$ cat src/rtl/nmea_pkg.sv
// Shared NMEA parser types and ASCII constants.
// Latency: none (types/constants only); backpressure: n/a.
package nmea_pkg;

   typedef enum logic [2:0] {
      IDLE, HDR, FIELD, CK_HI, CK_LO, WAIT_EOL
   } state_t;

   typedef enum logic [1:0] {
      ERR_CKSUM   = 2'd0,
      ERR_OVERLEN = 2'd1,
      ERR_BADCHAR = 2'd2
   } err_code_t;

   localparam logic [7:0] ASC_DOLLAR = 8'h24;
   localparam logic [7:0] ASC_STAR   = 8'h2A;
   localparam logic [7:0] ASC_COMMA  = 8'h2C;
   localparam logic [7:0] ASC_DOT    = 8'h2E;
   localparam logic [7:0] ASC_CR     = 8'h0D;
   localparam logic [7:0] ASC_LF     = 8'h0A;

   localparam logic [7:0] VTG_HDR [5] = '{8'h47, 8'h50, 8'h56, 8'h54, 8'h47};
   localparam int         INT_SAT     = 655;
   localparam int         KMH_FIELD   = 7;

   function automatic logic is_digit(input logic [7:0] c);
      return (c >= 8'h30) && (c <= 8'h39);
   endfunction

endpackage

$ cat src/rtl/nmea_dec_acc.sv
// Decimal accumulator: integer part saturating at 655, two fraction digits.
// Latency: result valid the cycle after the digit; backpressure: none, takes a digit every cycle.
module nmea_dec_acc
   import nmea_pkg::*;
(
   input  logic       clk_i,
   input  logic       rst_i,
   input  logic       clr_i,
   input  logic       dig_vld_i,
   input  logic [3:0] dig_i,
   input  logic       dot_i,
   output logic [9:0] int_o,
   output logic [6:0] frac_o,
   output logic       frac_mode_o
);

   logic [1:0]  fcnt_q;
   logic [13:0] int_ext;

   assign int_ext = 14'(int_o) * 14'd10 + 14'(dig_i);

   always_ff @(posedge clk_i) begin
      if (!rst_i || clr_i) begin
         int_o       <= '0;
         frac_o      <= '0;
         frac_mode_o <= 1'b0;
         fcnt_q      <= '0;
      end else begin
         if (dot_i) frac_mode_o <= 1'b1;
         if (dig_vld_i) begin
            if (!frac_mode_o) begin
               int_o <= (int_ext > 14'(INT_SAT)) ? 10'(INT_SAT) : int_ext[9:0];
            end else if (fcnt_q == 2'd0) begin
               frac_o <= 7'(dig_i) * 7'd10;
               fcnt_q <= 2'd1;
            end else if (fcnt_q == 2'd1) begin
               // a third and later fraction digit is dropped, not rounded
               frac_o <= frac_o + 7'(dig_i);
               fcnt_q <= 2'd2;
            end
         end
      end
   end

endmodule

$ cat src/rtl/nmea_vtg_ctrl.sv
// Parses $GPVTG sentences from a UART byte stream and reports km/h ground speed in 0.01 units.
// Latency: speed_valid_o rises the cycle after LF; backpressure: never stalls upstream, unconsumed results are overwritten.
module nmea_vtg_ctrl
   import nmea_pkg::*;
#(
   parameter int DATA_WIDTH = 8,
   parameter int MAX_LEN    = 82
) (
   input  logic                  clk_i,
   input  logic                  rst_i,
   input  logic [DATA_WIDTH-1:0] data_i,
   input  logic                  valid_i,
   output logic                  ready_o,
   output logic [15:0]           speed_o,
   output logic                  speed_valid_o,
   input  logic                  speed_ready_i,
   output logic                  err_o,
   output logic [1:0]            err_code_o,
   output logic                  overrun_o
);

   localparam int LEN_W = $clog2(MAX_LEN + 2);
   localparam logic [LEN_W-1:0] LEN_LIMIT = LEN_W'(MAX_LEN + 1);

   state_t           state_q;
   logic [LEN_W-1:0] len_q, len_nxt;
   logic [2:0]       hdr_idx_q;
   logic [3:0]       comma_q;
   logic [7:0]       xor_q;
   logic [3:0]       ck_hi_q;
   logic             f7_seen_q;

   logic       take, overlen, in_f7, dig_ok, hex_ok;
   logic [3:0] hex_val;
   logic [7:0] hdr_ch;
   logic [9:0] acc_int;
   logic [6:0] acc_frac;
   logic       acc_frac_mode;
   logic [16:0] spd_full;
   logic [15:0] spd_sat;

   assign take     = valid_i & ready_o;
   assign len_nxt  = (len_q == LEN_LIMIT) ? len_q : len_q + LEN_W'(1);
   assign overlen  = (len_nxt == LEN_LIMIT);
   assign in_f7    = (state_q == FIELD) && (comma_q == 4'(KMH_FIELD))
                     && (data_i != ASC_COMMA) && (data_i != ASC_STAR);
   assign dig_ok   = is_digit(data_i);
   assign hdr_ch   = (hdr_idx_q < 3'd5) ? VTG_HDR[hdr_idx_q] : ASC_COMMA;
   assign spd_full = 17'(acc_int) * 17'd100 + 17'(acc_frac);
   assign spd_sat  = spd_full[16] ? 16'hFFFF : spd_full[15:0];

   always_comb begin
      hex_ok  = 1'b1;
      hex_val = data_i[3:0];
      if (dig_ok) begin
         hex_val = data_i[3:0];
      end else if ((data_i >= 8'h41 && data_i <= 8'h46) || (data_i >= 8'h61 && data_i <= 8'h66)) begin
         hex_val = data_i[3:0] + 4'd9;
      end else begin
         hex_ok = 1'b0;
      end
   end

   nmea_dec_acc u_acc (
      .clk_i       (clk_i),
      .rst_i       (rst_i),
      .clr_i       (take && data_i == ASC_DOLLAR),
      .dig_vld_i   (take && in_f7 && dig_ok),
      .dig_i       (data_i[3:0]),
      .dot_i       (take && in_f7 && data_i == ASC_DOT && !acc_frac_mode),
      .int_o       (acc_int),
      .frac_o      (acc_frac),
      .frac_mode_o (acc_frac_mode)
   );

   always_ff @(posedge clk_i) begin
      if (!rst_i) begin
         state_q       <= IDLE;
         len_q         <= '0;
         hdr_idx_q     <= '0;
         comma_q       <= '0;
         xor_q         <= '0;
         ck_hi_q       <= '0;
         f7_seen_q     <= 1'b0;
         ready_o       <= 1'b0;
         speed_o       <= '0;
         speed_valid_o <= 1'b0;
         err_o         <= 1'b0;
         err_code_o    <= '0;
         overrun_o     <= 1'b0;
      end else begin
         ready_o   <= 1'b1;
         err_o     <= 1'b0;
         overrun_o <= 1'b0;
         if (speed_valid_o && speed_ready_i) speed_valid_o <= 1'b0;
         if (take) begin
            // '$' always starts a fresh sentence, whatever was in flight
            if (data_i == ASC_DOLLAR) begin
               state_q   <= HDR;
               len_q     <= LEN_W'(1);
               hdr_idx_q <= '0;
               comma_q   <= '0;
               xor_q     <= '0;
               f7_seen_q <= 1'b0;
            end else if (state_q != IDLE) begin
               len_q <= len_nxt;
               if (overlen) begin
                  state_q    <= IDLE;
                  err_o      <= 1'b1;
                  err_code_o <= ERR_OVERLEN;
               end else begin
                  case (state_q)
                     HDR: begin
                        xor_q <= xor_q ^ data_i;
                        if (data_i != hdr_ch) begin
                           state_q <= IDLE;
                        end else if (hdr_idx_q == 3'd5) begin
                           state_q <= FIELD;
                           comma_q <= 4'd1;
                        end else begin
                           hdr_idx_q <= hdr_idx_q + 3'd1;
                        end
                     end
                     FIELD: begin
                        if (data_i == ASC_STAR) begin
                           state_q <= CK_HI;
                        end else begin
                           xor_q <= xor_q ^ data_i;
                           if (data_i == ASC_COMMA) begin
                              if (comma_q != 4'd15) comma_q <= comma_q + 4'd1;
                           end else if (in_f7) begin
                              f7_seen_q <= 1'b1;
                              if (!dig_ok && !(data_i == ASC_DOT && !acc_frac_mode)) begin
                                 state_q    <= IDLE;
                                 err_o      <= 1'b1;
                                 err_code_o <= ERR_BADCHAR;
                              end
                           end
                        end
                     end
                     CK_HI: begin
                        if (hex_ok) begin
                           ck_hi_q <= hex_val;
                           state_q <= CK_LO;
                        end else begin
                           state_q    <= IDLE;
                           err_o      <= 1'b1;
                           err_code_o <= ERR_BADCHAR;
                        end
                     end
                     CK_LO: begin
                        if (!hex_ok || {ck_hi_q, hex_val} != xor_q) begin
                           state_q    <= IDLE;
                           err_o      <= 1'b1;
                           err_code_o <= hex_ok ? ERR_CKSUM : ERR_BADCHAR;
                        end else begin
                           state_q <= WAIT_EOL;
                        end
                     end
                     WAIT_EOL: begin
                        if (data_i == ASC_LF) begin
                           state_q <= IDLE;
                           // an empty km/h field yields no result and no error
                           if (f7_seen_q) begin
                              speed_o       <= spd_sat;
                              speed_valid_o <= 1'b1;
                              overrun_o     <= speed_valid_o && !speed_ready_i;
                           end
                        end else if (data_i != ASC_CR) begin
                           state_q    <= IDLE;
                           err_o      <= 1'b1;
                           err_code_o <= ERR_BADCHAR;
                        end
                     end
                     default: state_q <= IDLE;
                  endcase
               end
            end
         end
      end
   end

endmodule

$ cat config.mk
export PLATFORM = sky130hd
export DESIGN_NAME = nmea_vtg_ctrl
export DESIGN_NICKNAME = d
export VERILOG_FILES = /design/src/rtl/nmea_pkg.sv /design/src/rtl/nmea_dec_acc.sv /design/src/rtl/nmea_vtg_ctrl.sv
export SDC_FILE = /design/constraint.sdc
export NUM_CORES = 1
export LEC_CHECK = 0
export ABC_AREA = 0
export CORE_ASPECT_RATIO = 1.2
export CORE_MARGIN = 5
export CORE_UTILIZATION = 50
export CTS_CLUSTER_SIZE = 30
export DETAILED_ROUTE_END_ITERATION = 10
export PLACE_DENSITY = 0.68
export SYNTH_ARGS = -nofsm -noshare
export SYNTH_HDL_FRONTEND = slang
export SYNTH_HIERARCHICAL = 1
export SYNTH_SLANG_ARGS = --single-unit
$ cat constraint.sdc
create_clock -name clk_i -period 4.5 [get_ports clk_i]
set_input_delay 0.9 -clock clk_i [delete_from_list [all_inputs] [get_ports clk_i]]
set_output_delay 0.9 -clock clk_i [all_outputs]
set_load 0.1 [all_outputs]
**Word level (Yosys, flattened, before mapping)**

Memory sizes are Yosys's and may differ from the RTL's.
Cells that the tools add are included.

- Flip-flop bits (word level): 72
- Memory bits (read-only): 64
- Input bits: 12
- Output and inout port bits: 22
- Logic and storage cells: 226
- Memories kept: 1

Memories:

| name | words | bits a word | rd ports | clocked after Yosys merged registers in | wr ports | RTL line | RTL |
|---|---|---|---|---|---|---|---|
| (name not given) | 8 | 8 | 1 | 0 | 0 | nmea_vtg_ctrl.sv:48 | `assign hdr_ch = (hdr_idx_q < 3'd5) ? VTG_HDR[hdr_idx_q] : ASC_COMMA;` |

- Add/sub/neg operators: 7
- $mul: 3
- Order comparisons: 9
- Equality and inequality tests: 44
- Multiplexer cells: 87
- Bitwise gates (word level): 12
- Reduce and logical (&&, ||, !) cells: 46

Operators by type and width:

| operator | number |
|---|---|
| 3-bit 2-to-1 mux | 19 |
| 8-bit 2-to-1 mux | 7 |
| 4-bit 2-to-1 mux | 10 |
| 7-bit 2-to-1 mux | 5 |
| 8-bit by 6-bit == test with 1-bit output (second input constant) | 4 |
| 3-bit inequality test (second input constant) | 10 |
| 1-bit 2-to-1 mux | 27 |
| 2-bit 2-to-1 mux | 12 |
| 7-bit AND reduction | 3 |
| 17-bit by 7-bit adder with 17-bit output | 1 |
| 8-bit by 7-bit >= comparator with 1-bit output (second input constant) | 2 |
| 8-bit by 7-bit less-or-equal comparator with 1-bit output (second input constant) | 2 |
| 16-bit 2-to-1 mux | 1 |
| 8-bit by 6-bit inequality test with 1-bit output (second input constant) | 2 |
| 8-bit inequality test | 2 |
| 8-bit one-hot mux with 2 select lines | 1 |
| 1-bit logical AND | 15 |
| 10-bit by 5-bit multiplier with 15-bit output (second input constant) | 1 |
| 5-bit inequality test (second input constant) | 3 |
| 3-bit one-hot mux with 5 select lines | 1 |
| 14-bit by 4-bit adder with 14-bit output | 1 |
| 7-bit == test (second input constant) | 2 |
| 14-bit by 10-bit > comparator with 1-bit output (second input constant) | 1 |
| 10-bit by 3-bit multiplier with 13-bit output (second input constant) | 1 |
| 46 further kinds | 75 |

**Depth between registers and ports, before layout**

- Word-level depth: 12
- Gate-level depth with buffers: 15
- Gate-level depth less buffers: 13

**Cells and area by module**

The synthesis kept the hierarchy.

Modules (own cells, without submodules):

| module | times used | cells each | area an instance (um^2) | seq. area each (um^2) |
|---|---|---|---|---|
| nmea_vtg_ctrl | 1 | 567 | 4642.0 | 1041.0 |
| nmea_dec_acc | 1 | 201 | 1778.0 | 400.4 |

**Worst setup path before layout**

No wires, ideal clock.

- Path type: input-to-reg
- From: input data_i[0]
- To: register u_acc.int_o[0]
- Setup time: 0.132 ns
- Data arrival time: 3.768 ns
- Required time: 4.368 ns
- Path slack: 0.599 ns
- Stages: 13
- Path buffers: 1
- Cells stage by stage: clkbuf_1 inv_1 ha_1 and3b_1 a211oi_1 and4_1 nor2b_4 or4b_1 nor3_1 nand3_1 o31ai_1 nor4b_4 a21oi_1

- Cells in the longest elaborated chain, start to end: 6
- Elaborated cells between the ends (all ways): 16
- Classes of those cells: add/sub: 1; order compare: 3; eq/ne: 3; mux: 1; reduce/logical: 8

Ends and longest elaborated chain:

| item | RTL line | RTL |
|---|---|---|
| from (decl) | nmea_vtg_ctrl.sv:11 | `input logic [DATA_WIDTH-1:0] data_i,` |
| parallel branches: the longest is 6 deep, another holds 14-bit by 4-bit adder with 14-bit output | - |  |
| to (signal assigned) | nmea_dec_acc.sv:32 | `int_o <= (int_ext > 14'(INT_SAT)) ? 10'(INT_SAT) : int_ext[9:0];` |
| to (decl) | nmea_dec_acc.sv:12 | `output logic [9:0] int_o,` |

Parallel ways; which one is timed is not known.
A chain may end at the register's enable or synchronous reset.

**Final worst setup path**

- From: register u_acc.int_o[3]
- To: register speed_o[9]

- Cells in the longest elaborated chain, start to end: 3

Ends and longest elaborated chain:

| item | RTL line | RTL |
|---|---|---|
| 10-bit by 5-bit multiplier with 15-bit output | nmea_vtg_ctrl.sv:49 | `assign spd_full = 17'(acc_int) * 17'd100 + 17'(acc_frac);` |
| 17-bit by 7-bit adder with 17-bit output | nmea_vtg_ctrl.sv:49 |  |
| 16-bit 2-to-1 mux | nmea_vtg_ctrl.sv:50 | `assign spd_sat = spd_full[16] ? 16'hFFFF : spd_full[15:0];` |
| to (signal assigned) | nmea_vtg_ctrl.sv:165 | `speed_o <= spd_sat;` |
| to (decl) | nmea_vtg_ctrl.sv:14 | `output logic [15:0] speed_o,` |

Every way passes these cells.

==> results.md <==
- Status: complete, no violations
- Std cell rows: 45
- Largest net degree at the start of global routing: 33
- Fmax: 0.2387 GHz
- Area of the multi-input gates: 0.004669 mm²
- Longest Clk Path Bufs: 2
- DRT antenna net count: 0
- Yosys top cell area share: 0.2245
- Power Dens Cells: 200.4 mW/mm²
- HP Class: register to register
- Met3 Usage GRT: 0.03249
- Cts repair resizes: 0
- Layout cell share with drive strength beyond 1: 0.08733
- Clk_lat worst skew: 340 ps
- Via count: 5851
- Internal: 1.113 mW
- CTS tree: done
- First-pass GRT wire length: 26.98 mm
- Per-cell routed wire length: 16.17 µm
- Post-CTS Setup Repair Bufs: 0
- Yosys top cell by area: dfxtp_1
- Final hold violation count: 0
- Post-DP HPWL: 12.46 mm
- Proportion of power drawn by combinational gates: 0.068
- Net switching power: 0.3508 mW
- Crit path DAT: 4400 ps
- Register area: 0.001441 mm²
- Grt met1 use: 0.2461
- I/O pin count: 34
- FFs w/ async S/R, synth: 0
- Vias/cell: 5.989
- Total gr overflow: 0
- P&R area growth vs syn: 13.74%
- Final nets: 907
- Critical Path Source Type: register
- Leakage: 3.109 nW
- Number of cells produced by synthesis: 768
- Fin crit share: 0.9309
- Gr busiest metal: met2
- Post-synth EDFFs: 0
- Port Buf Inserts: 33
- Hold_sp: u_acc/frac_o[0]
- Crit path launch: u_acc/int_o[3]
- Num CTS Buffers: 9
- Switching Share: 0.2397
- Clk sinks: 72
- Worst EP required: 4710 ps
- Number of global-route vias before repair: 5773
- Die area: 0.01522 mm²
- # diodes: 0
- Setup tns final: 0 ps
- DP Cell Count: 961
- Synth area leaders: dfxtp_1, ha_1, o21ai_0, nand2_1, xor2_1
- Flop pwr share: 0.436
- Residual DRC count: 0
- Met2 Usage GRT: 0.3936
- Ys Warns: 6
- Tightest Pin Transition: 984.6 ps
- FILL cells: 1163
- Maxcap violations: 0
- Setup ws final: 310.8 ps
- Setup violations, final: 0
- CP Capture Type: register
- Htree depth: 3
- Initial DRC Count: 323
- Clock group share of total power: 0.496
- Clock root buffer master: clkbuf_16
- CORE AREA: 0.01261 mm²
- Worst VDD drop: 0.0001764 V
- Critical Path Fanout Max: 14
- Pre-CTS setup slack: 125.0 ps
- Mapped Area: 0.006420 mm²
- Worst-path clk slew: 60 ps
- Die width: 113.4 µm
- Setup Skew: 7.296 ps
- Fin. max-slew vios: 0
- Total routed wirelength: 15.79 mm
- Crit Path Category: register to register
- Gr usage total: 0.2130
- GP Congestion: 0.8407
- Sequential-to-total area share from yosys stat: 0.2245
- Finished Core Util: 0.5790
- Ys flop type: dfxtp_1
- Tmin final: 4189 ps
- Hold_buf cts: 0
- Reg2reg start: u_acc/int_o[3]
- Initial Util: 0.5090
- Non-filler cells, final: 977
- Synth Register Bits: 72
- Die Y: 134.1 µm
- Mapped Nets: 867
- Antenna violations before repair: 0
- First-pass DRT Iterations: 5
- RSZ-0062 raised after global routing: false
- Mean Syn Cell Area: 8.359 µm²
- Synth cell types: 91
- Slew headroom: 0.3415
## through the flow
stage / hold slack (ps) / area, µm² / power (mW)
2_1_floorplan: 448.6 / 6420 / 0.7097
3_3_place_gp: 465.0 / 6987 / 0.7486
3_5_place_dp: 473.9 / 6987 / 0.7500
4_1_cts: 484.6 / 7293 / 1.478
5_1_grt: 510.4 / 7302 / 1.510
6_report: 481.1 / 7302 / 1.464
## power by group through the flow
stage | clock network (mW) | registers (mW) | logic [mW]
floorplan | 0 | 0.656 | 0.0538
global placement | 0 | 0.653 | 0.0961
detailed placement | 0 | 0.653 | 0.0975
CTS | 0.741 | 0.638 | 0.0983
global route | 0.763 | 0.638 | 0.108
finish | 0.726 | 0.638 | 0.0990
## cell type report
cell class | count | area share
Inverter | 47 | 0.02416
Clock inverter | 7 | 0.01114
Timing Repair Buffer | 56 | 0.06888
Multi-Input combinational cell | 622 | 0.6395
Tap cell | 164 | 0.02810
Clock buffer | 9 | 0.03084
Sequential cell | 72 | 0.1974
## final timing paths
check | endpoint | slack [ps] | cells after the start
setup / recovery | speed_o[9] | 310 | 14
hold / removal | u_acc/frac_o[0] | 480 | 2
setup reg to reg | speed_o[9] | 310 | 14
hold reg to reg | u_acc/frac_o[0] | 480 | 2
## worst max-delay path, cell delays in order, from the launching register on
cell and delay [ps]:
dfxtp_1 500, ha_1 290, ha_1 280, inv_1 50, fa_1 490, inv_1 40, ha_1 390, a21oi_1 310
o211ai_1 250, a2111oi_0 440, nor3b_1 190, nor4b_2 340, xor2_1 170, buf_4 210, a31oi_1 100
## cell families (layout without fill, tap and decap cells)
logic type,Yosys count,in the layout,synth area share
compound gates,205,205,0.2152
xor+xnor,45,45,0.06139
fa+ha+maj,87,87,0.1813
buf+inv,74,119,0.05048
flops,72,72,0.2245
mux,14,14,0.02202
simple gates,271,271,0.2452
## cell usage after synthesis, types with 4 or more instances
cell type  count
a211o_1        4
a211oi_1      12
a21boi_0       5
a21o_1         4
a21oi_1       30
a22o_1         5
a31oi_1       19
and3_1         9
and4_1         5
buf_2          4
buf_4          4
clkbuf_1      14
dfxtp_1       72
fa_1          10
ha_1          77
inv_1         47
mux2i_1       13
nand2_1       63
nand2b_1       7
nand3_1       16
nand4_1       13
nor2_1        57
nor2b_1       14
nor3_1        12
nor3b_1       11
nor4_1         5
nor4b_1        4
o211ai_1       8
o21a_1         8
o21ai_0       54
o21bai_1       5
o22ai_1        6
o31ai_1        6
or2_2          6
or3_1          9
or4b_1         4
xnor2_1       19
xor2_1        26
## layout by cell type, fill, tap and decap left out, types with 5 or more instances in the layout
cell             Yosys  routed
or2_2                6       6
clkdlybuf4s50_1      0      33
and4_1               5       5
o211ai_1             8       8
mux2i_1             13      13
o31ai_1              6       6
nor2b_1             14      14
nor3b_1             11      11
o21bai_1             5       5
nor3_1              12      12
and3_1               9       9
fa_1                10      10
ha_1                77      77
buf_4                4      23
nor2_1              57      57
o22ai_1              6       6
clkbuf_16            0       9
a22o_1               5       5
nand3_1             16      16
or3_1                9       9
xnor2_1             19      19
o21ai_0             54      54
a21boi_0             5       5
o21a_1               8       8
xor2_1              26      26
nand2_1             63      63
nand2b_1             7       7
dfxtp_1             72      72
nand4_1             13      13
inv_1               47      47
a31oi_1             19      19
a21oi_1             30      30
a211oi_1            12      12
## layer usage
layer | vias up | wire [µm]
met5 | - | 0
met4 | 0 | 410
met3 | 34 | 480
met2 | 114 | 8288
met1 | 2783 | 6615
li1 | 2920 | -
## sequential cells by signal, indices dropped and copies added, names as in the netlist
register and cells:
err_o 1, hdr_idx_q 3, err_code_o 2, comma_q 4, u_acc/int_o 10, f7_seen_q 1
state_q 3, u_acc/fcnt_q 2, overrun_o 1, xor_q 8, ck_hi_q 4, len_q 7
ready_o 1, speed_o 16, u_acc/frac_mode_o 1, u_acc/frac_o 7, speed_valid_o 1
Note: power is estimated with default switching activity, not from simulation.
